--- config.mk ---
export PLATFORM = sky130hd
export DESIGN_NAME = pipe_control
export DESIGN_NICKNAME = d
export VERILOG_FILES = /design/src/rtl/pipe_ctrl_pkg.sv /design/src/rtl/ctrl_decode.sv /design/src/rtl/pipe_control.sv
export SDC_FILE = /design/constraint.sdc
export NUM_CORES = 1
export LEC_CHECK = 0
export CAP_MARGIN = 20
export CORE_UTILIZATION = 48
export CTS_CLUSTER_SIZE = 20
export DETAILED_ROUTE_END_ITERATION = 7
export PLACE_DENSITY = 0.79
export SLEW_MARGIN = 25
export SYNTH_ARGS = -nofsm -noshare
export SYNTH_HDL_FRONTEND = slang
export SYNTH_HIERARCHICAL = 1
export SYNTH_SLANG_ARGS = --single-unit
--- constraint.sdc ---
create_clock -name clk -period 6.5 [get_ports clk]
set_input_delay 0.65 -clock clk [delete_from_list [all_inputs] [get_ports clk]]
set_output_delay 0.65 -clock clk [all_outputs]
set_load 0.05 [all_outputs]
--- src/rtl/pipe_ctrl_pkg.sv ---
// Shared opcode patterns, ALU operation codes and per-stage control bundles
// for the in-order pipeline controller.
package pipe_ctrl_pkg;

    localparam int NREG_W  = 5;
    localparam int NFLAG_W = 4;

    // Opcode patterns over instruction bits [31:21]; mask bits at 0 are operand bits.
    localparam logic [10:0] OP_B_VAL     = 11'b000101_00000;
    localparam logic [10:0] OP_B_MSK     = 11'b111111_00000;
    localparam logic [10:0] OP_CBZ_VAL   = 11'b10110100_000;
    localparam logic [10:0] OP_BCOND_VAL = 11'b01010100_000;
    localparam logic [10:0] OP_CB_MSK    = 11'b11111111_000;
    localparam logic [10:0] OP_ADDS_VAL  = 11'b10101011000;
    localparam logic [10:0] OP_SUBS_VAL  = 11'b11101011000;
    localparam logic [10:0] OP_LDUR_VAL  = 11'b11111000010;
    localparam logic [10:0] OP_LDURB_VAL = 11'b00111000010;
    localparam logic [10:0] OP_STUR_VAL  = 11'b11111000000;
    localparam logic [10:0] OP_STURB_VAL = 11'b00111000000;
    localparam logic [10:0] OP_FULL_MSK  = 11'b11111111111;
    localparam logic [10:0] OP_ADDI_VAL  = 11'b1001000100_0;
    localparam logic [10:0] OP_ADDI_MSK  = 11'b1111111111_0;
    localparam logic [10:0] OP_MOVK_VAL  = 11'b111100101_00;
    localparam logic [10:0] OP_MOVZ_VAL  = 11'b110100101_00;
    localparam logic [10:0] OP_MOV_MSK   = 11'b111111111_00;

    typedef enum logic [2:0] {
        ALU_PASSB = 3'b000,
        ALU_ADD   = 3'b010,
        ALU_SUB   = 3'b011
    } alu_op_e;

    typedef struct packed {
        logic    ALUSrc;
        alu_op_e ALUOp;
        logic    ChooseImm;
        logic    ChooseMovk;
        logic    ChooseMovz;
        logic    storeFlags;
        logic    Reg2Loc;
    } ex_ctrl_t;

    typedef struct packed {
        logic MemWrite;
        logic MemRead;
        logic xferByte;
    } mem_ctrl_t;

    typedef struct packed {
        logic              RegWrite;
        logic              MemToReg;
        logic [NREG_W-1:0] rd;
    } wb_ctrl_t;

    // Full decode of one instruction: stage controls plus hazard/branch class bits.
    typedef struct packed {
        ex_ctrl_t  ex;
        mem_ctrl_t mem;
        logic      RegWrite;
        logic      MemToReg;
        logic      is_b;
        logic      is_cbz;
        logic      is_blt;
        logic      is_load;
        logic      uses_rn;
        logic      uses_r2;
    } dec_t;

    function automatic logic op_match(input logic [10:0] op, input logic [10:0] val,
                                      input logic [10:0] msk);
        return (op & msk) == val;
    endfunction

endpackage

--- src/rtl/ctrl_decode.sv ---
// Combinational opcode decoder: instruction bits [31:21] to the full control
// bundle. Unknown opcodes and unused controls decode to zero.
module ctrl_decode
    import pipe_ctrl_pkg::*;
(
    input  logic [10:0] i_opcode,
    output dec_t        o_dec
);

    always_comb begin
        o_dec = '0;
        if (op_match(i_opcode, OP_B_VAL, OP_B_MSK)) begin
            o_dec.is_b = 1'b1;
        end else if (op_match(i_opcode, OP_CBZ_VAL, OP_CB_MSK)) begin
            o_dec.is_cbz   = 1'b1;
            o_dec.uses_r2  = 1'b1;
            o_dec.ex.ALUOp = ALU_PASSB;
        end else if (op_match(i_opcode, OP_BCOND_VAL, OP_CB_MSK)) begin
            o_dec.is_blt = 1'b1;
        end else if (op_match(i_opcode, OP_ADDS_VAL, OP_FULL_MSK) ||
                     op_match(i_opcode, OP_SUBS_VAL, OP_FULL_MSK)) begin
            o_dec.ex.ALUOp      = i_opcode[9] ? ALU_SUB : ALU_ADD;
            o_dec.ex.storeFlags = 1'b1;
            o_dec.ex.Reg2Loc    = 1'b1;
            o_dec.RegWrite      = 1'b1;
            o_dec.uses_rn       = 1'b1;
            o_dec.uses_r2       = 1'b1;
        end else if (op_match(i_opcode, OP_ADDI_VAL, OP_ADDI_MSK)) begin
            o_dec.ex.ALUSrc    = 1'b1;
            o_dec.ex.ALUOp     = ALU_ADD;
            o_dec.ex.ChooseImm = 1'b1;
            o_dec.RegWrite     = 1'b1;
            o_dec.uses_rn      = 1'b1;
        end else if (op_match(i_opcode, OP_LDUR_VAL, OP_FULL_MSK) ||
                     op_match(i_opcode, OP_LDURB_VAL, OP_FULL_MSK)) begin
            o_dec.ex.ALUSrc     = 1'b1;
            o_dec.ex.ALUOp      = ALU_ADD;
            o_dec.mem.MemRead   = 1'b1;
            o_dec.mem.xferByte  = ~i_opcode[10];
            o_dec.MemToReg      = 1'b1;
            o_dec.RegWrite      = 1'b1;
            o_dec.is_load       = 1'b1;
            o_dec.uses_rn       = 1'b1;
        end else if (op_match(i_opcode, OP_STUR_VAL, OP_FULL_MSK) ||
                     op_match(i_opcode, OP_STURB_VAL, OP_FULL_MSK)) begin
            o_dec.ex.ALUSrc     = 1'b1;
            o_dec.ex.ALUOp      = ALU_ADD;
            o_dec.mem.MemWrite  = 1'b1;
            o_dec.mem.xferByte  = ~i_opcode[10];
            o_dec.uses_rn       = 1'b1;
            o_dec.uses_r2       = 1'b1;
        end else if (op_match(i_opcode, OP_MOVK_VAL, OP_MOV_MSK)) begin
            o_dec.ex.ChooseMovk = 1'b1;
            o_dec.RegWrite      = 1'b1;
            o_dec.uses_r2       = 1'b1;
        end else if (op_match(i_opcode, OP_MOVZ_VAL, OP_MOV_MSK)) begin
            o_dec.ex.ChooseMovz = 1'b1;
            o_dec.RegWrite      = 1'b1;
        end
    end

endmodule

--- src/rtl/pipe_control.sv ---
// Pipelined control unit: decodes in ID, carries control through EX/MEM/WB,
// resolves branches in EX and detects load-use hazards against the ID stage.
module pipe_control
    import pipe_ctrl_pkg::*;
#(
    parameter int REG_W  = NREG_W,
    parameter int FLAG_W = NFLAG_W
) (
    input  logic              clk,
    input  logic              reset,
    input  logic [10:0]       opcode,
    input  logic              id_valid,
    input  logic [REG_W-1:0]  rd_id,
    input  logic [REG_W-1:0]  rn_id,
    input  logic [REG_W-1:0]  rm_id,
    input  logic [FLAG_W-1:0] alu_flags,
    input  logic              alu_zero,
    output ex_ctrl_t          ex_ctrl,
    output mem_ctrl_t         mem_ctrl,
    output wb_ctrl_t          wb_ctrl,
    output logic              br_taken,
    output logic              uncond_br,
    output logic              stall,
    output logic              flush,
    output logic [FLAG_W-1:0] flags
);

    localparam int STAGES = 3;  // 1=EX, 2=MEM, 3=WB
    localparam logic [REG_W-1:0] XZR = '1;

    dec_t              w_dec;
    wb_ctrl_t          w_id_wb;
    logic [REG_W-1:0]  w_src2;
    logic              w_load_use;
    logic              w_ex_accept;

    logic [STAGES:1]   r_vld_pipe;
    ex_ctrl_t          r_ex_ctrl;
    mem_ctrl_t         r_ex_mem;
    wb_ctrl_t          r_ex_wb;
    logic              r_ex_b, r_ex_cbz, r_ex_blt, r_ex_load;
    mem_ctrl_t         r_mem_ctrl;
    wb_ctrl_t          r_mem_wb;
    wb_ctrl_t          r_wb;
    logic [FLAG_W-1:0] r_flags;

    ctrl_decode u_decode (
        .i_opcode (opcode),
        .o_dec    (w_dec)
    );

    // Destination is only meaningful for register writers; others carry rd=0.
    always_comb begin
        w_id_wb          = '0;
        w_id_wb.RegWrite = w_dec.RegWrite;
        w_id_wb.MemToReg = w_dec.MemToReg;
        if (w_dec.RegWrite) w_id_wb.rd = rd_id;
    end

    assign w_src2     = w_dec.ex.Reg2Loc ? rm_id : rd_id;
    assign w_load_use = r_vld_pipe[1] && r_ex_load && (r_ex_wb.rd != XZR) && id_valid &&
                        ((w_dec.uses_rn && (rn_id == r_ex_wb.rd)) ||
                         (w_dec.uses_r2 && (w_src2 == r_ex_wb.rd)));

    // B.LT reads the architectural register: a flag-setter one slot ahead has already written it.
    assign br_taken  = r_vld_pipe[1] &&
                       (r_ex_b || (r_ex_cbz && alu_zero) ||
                        (r_ex_blt && (r_flags[FLAG_W-1] ^ r_flags[0])));
    assign uncond_br = r_vld_pipe[1] && r_ex_b;
    assign flush     = br_taken;
    assign stall     = w_load_use && !flush;

    assign w_ex_accept = id_valid && !stall && !flush;

    always_ff @(posedge clk) begin
        if (reset) begin
            r_vld_pipe <= '0;
            r_ex_ctrl  <= '0;
            r_ex_mem   <= '0;
            r_ex_wb    <= '0;
            r_ex_b     <= 1'b0;
            r_ex_cbz   <= 1'b0;
            r_ex_blt   <= 1'b0;
            r_ex_load  <= 1'b0;
            r_mem_ctrl <= '0;
            r_mem_wb   <= '0;
            r_wb       <= '0;
            r_flags    <= '0;
        end else begin
            r_vld_pipe <= {r_vld_pipe[STAGES-1:1], w_ex_accept};
            if (w_ex_accept) begin
                r_ex_ctrl <= w_dec.ex;
                r_ex_mem  <= w_dec.mem;
                r_ex_wb   <= w_id_wb;
                r_ex_b    <= w_dec.is_b;
                r_ex_cbz  <= w_dec.is_cbz;
                r_ex_blt  <= w_dec.is_blt;
                r_ex_load <= w_dec.is_load;
            end else begin
                r_ex_ctrl <= '0;
                r_ex_mem  <= '0;
                r_ex_wb   <= '0;
                r_ex_b    <= 1'b0;
                r_ex_cbz  <= 1'b0;
                r_ex_blt  <= 1'b0;
                r_ex_load <= 1'b0;
            end
            r_mem_ctrl <= r_ex_mem;
            r_mem_wb   <= r_ex_wb;
            r_wb       <= r_mem_wb;
            if (r_vld_pipe[1] && r_ex_ctrl.storeFlags) r_flags <= alu_flags;
        end
    end

    assign ex_ctrl  = r_vld_pipe[1] ? r_ex_ctrl  : '0;
    assign mem_ctrl = r_vld_pipe[2] ? r_mem_ctrl : '0;
    assign wb_ctrl  = r_vld_pipe[3] ? r_wb       : '0;
    assign flags    = r_flags;

endmodule

==> impl_metrics.toml <==
[floorplanning]
die_w_um = 67.6
core_um2 = 4060
die_h_um = 67.6
pin_count = 61
rows = 23
initial_core_util = 0.508
die_area_um2 = 4560

[logic_synthesis]
syn_inst = 209
syn_area_um2 = 2060
ys_ff_latch = 47
syn_avg_cell_area_um2 = 9.87
synth_top_area_cell = "dfxtp_1"
synth_nets = 243
yosysSeqAreaShare = 0.456
async_reset_ff_frac = 0
ys_warn_count = 6
synth_top_flop_cell = "dfxtp_1"
synth_edf_count = 0
synth_top_area_frac = 0.456
synth.distinct_cells = 38
synth_area_leaders = "dfxtp_1 46%, nor3b_1 6.9%, and2_1 6.1%, nor2b_1 5.5%, xor2_1 4.2%"

[grt]
grt_first_pass_wirelength_um = 5910
grt_start_max_net_pins = 43
antenna_found_initial = 0
grtUsageTotal = 0.175
grt_pass1_vias = 1401
grt.overflow.total = 0

[sta]
fin_crit_sh = 0.690
fin_crit_ns = 4.49
relSlewSlack = 0.542
slew_violations = 0
rsz0062_at_grt = "no"
tns_ns = 0
hold_viol = 0
fmax_mhz = 223
fin_ws_ns = 2.01
hold_ws_ns = 0.439
tightestPinTransition_ns = 0.687
clock_skew_ns = 0.00480
setup_violations = 0

[place]
portBuffers = 60
place_ws_ns = 2.09
gp_congestion = 0.794
dp_hpwl_um = 2730
post-place-cells = 306

[drt]
vias = 1525
drtIter0Drc = 44
routed_wl_um = 3650
ant_nets = 0
vias_per_cell = 4.86
wire_per_inst_um = 11.6
drc_errors = 0
dr.pass1.iters = 4

[finish]
layout.nets = 297
num-fill-cells = 347
synthToLayoutAreaGrowth_pct = 32.3
drive_gt1_frac = 0.0682
antenna_cells = 0
fin_cells = 314

[cts]
path_clk_slew_ns = 0.09
clockBufferDepth = 2
postCtsHoldBufs = 0
cts-root-buf = "clkbuf_8"
clk_latency_ns = 0.30
cts_tree = "yes"
post-cts-setup-buffers = 0
post_cts_resized = 0
h-tree-depth = 2
clock-sinks = 47
cts_buffers = 5

[critical_path]
worstPathArrival_ns = 3.84
cp_data_required_time_ns = 5.85
cp_max_fo = 9
end_kind = "output pin"
worstSetupStartpointType = "input port"
critPathKind = "in -> out"

[run_status]
status = "complete, no violations"

[power_and_ir_drop]
leakage_uw = 0.00106
ir_drop_v = 0.000122
power_density_nw_per_um2 = 187

[run]
cap_violations = 0

[worst_hold_path]
min_path_type = "reg -> reg"
[sequential cells by signal, summed over array words and instances (netlist names)]
name / cells
r_ex_load: 1
r_ex_blt: 1
r_vld_pipe: 3
r_wb: 7
r_ex_wb: 7
r_ex_cbz: 1
flags: 4
r_mem_wb: 7
r_ex_mem: 3
r_mem_ctrl: 3
r_ex_ctrl: 9
r_ex_b: 1
[kinds of logic after synthesis]
| family | after synthesis | share of synthesized area |
|---|---|---|
| AO/OA/AOI/OAI | 9 | 0.0491 |
| XOR/XNOR | 12 | 0.0509 |
| buffers and inverters | 26 | 0.0691 |
| flip-flops | 47 | 0.456 |
| multiplexers | 5 | 0.0243 |
| other | 1 | 0.00182 |
| AND/OR/NAND/NOR | 109 | 0.349 |
[worst paths after layout]
path,start,depth (start not counted),end,slack [ns]
hold / removal,r_ex_wb[6],1,r_mem_wb[6],0.44
setup reg to reg,r_vld_pipe[1],5,r_ex_cbz,4.57
hold reg to reg,r_ex_wb[6],1,r_mem_wb[6],0.44
setup / recovery,opcode[5],10,stall,2.01
[final cells by class]
type,count,area [um2],area share
multi-input cells,136,980,0.359
flip-flops and latches,47,941,0.345
repair buffers,61,608,0.223
clock buffers,5,68.8,0.0252
well taps,50,62.6,0.0229
inverters,12,45.0,0.0165
clock inverters,3,23.8,0.00871
[cell usage in the layout, fill, tap and decap left out]
master,Yosys,layout
clkbuf_8,0,5
nor3_1,5,5
a221oi_4,1,1
and3b_1,1,1
xor2_1,10,10
nor4b_4,1,1
or4b_4,1,1
mux2i_1,5,5
and4bb_2,1,1
nor4b_2,1,1
nand4b_1,2,2
a31oi_1,1,1
and2_1,20,20
nor4_1,1,1
nand2b_1,2,2
inv_6,0,1
nor4bb_1,1,1
nand2_1,13,13
and4b_2,1,1
a21oi_1,4,4
conb_1,1,1
xnor2_1,2,2
nor2_1,7,7
buf_4,6,1
nand4bb_1,2,2
o221ai_4,1,1
and3_1,1,1
nor3b_1,19,19
and4b_1,1,1
dfxtp_1,47,47
nand3_1,5,5
nor2b_1,18,18
and3b_2,1,1
nand4_1,4,4
nor4b_1,1,1
inv_1,12,12
o21a_4,1,1
o21a_1,1,1
clkinvlp_4,0,2
clkdlybuf4s50_1,0,60
[critical path, cell delays in order]
cell             delay (ns)
clkdlybuf4s50_1        0.49
nor4b_4                0.37
nand4b_1               0.22
inv_1                  0.33
mux2i_1                0.26
xor2_1                 0.19
nand4_1                0.19
o21a_1                 0.21
nor2_1                 0.11
clkdlybuf4s50_1        0.81
[per-stage QoR]
stage	area [um2]	power, uW	util
6_report	2730	509	0.673
3_3_place_gp	2640	341	0.650
3_5_place_dp	2640	341	0.650
5_1_grt	2730	531	0.673
2_1_floorplan	2060	315	-
4_1_cts	2730	515	0.673
[per-layer routing]
| layer | track usage | share of wire | vias to the layer above |
|---|---|---|---|
| met3 | 0.0490 | 0.054 | 5 |
| met1 | 0.208 | 0.45 | 684 |
| li1 | - | - | 797 |
| met2 | 0.285 | 0.48 | 39 |
| met5 | 0 | 0 | - |
| met4 | 0.0851 | 0.018 | 0 |
[Yosys cell counts, types with 2 or more instances]
master and instances:
nor2_1 7, clkbuf_1 5, nor3_1 5, nor3b_1 19, inv_1 12, nor2b_1 18
dfxtp_1 47, a21oi_1 4, nand2_1 13, nand4_1 4, xnor2_1 2, nand2b_1 2
nand4b_1 2, mux2i_1 5, and2_1 20, xor2_1 10, nand4bb_1 2, buf_6 3
buf_4 6, nand3_1 5
[power breakdown]
part	total, uW	internal, uW	switching, uW
clock	175	76.8	97.8
sequential	290	289	1.50
combinational	44.2	25.6	18.5
No activity file was read; power rests on OpenSTA's default activity.
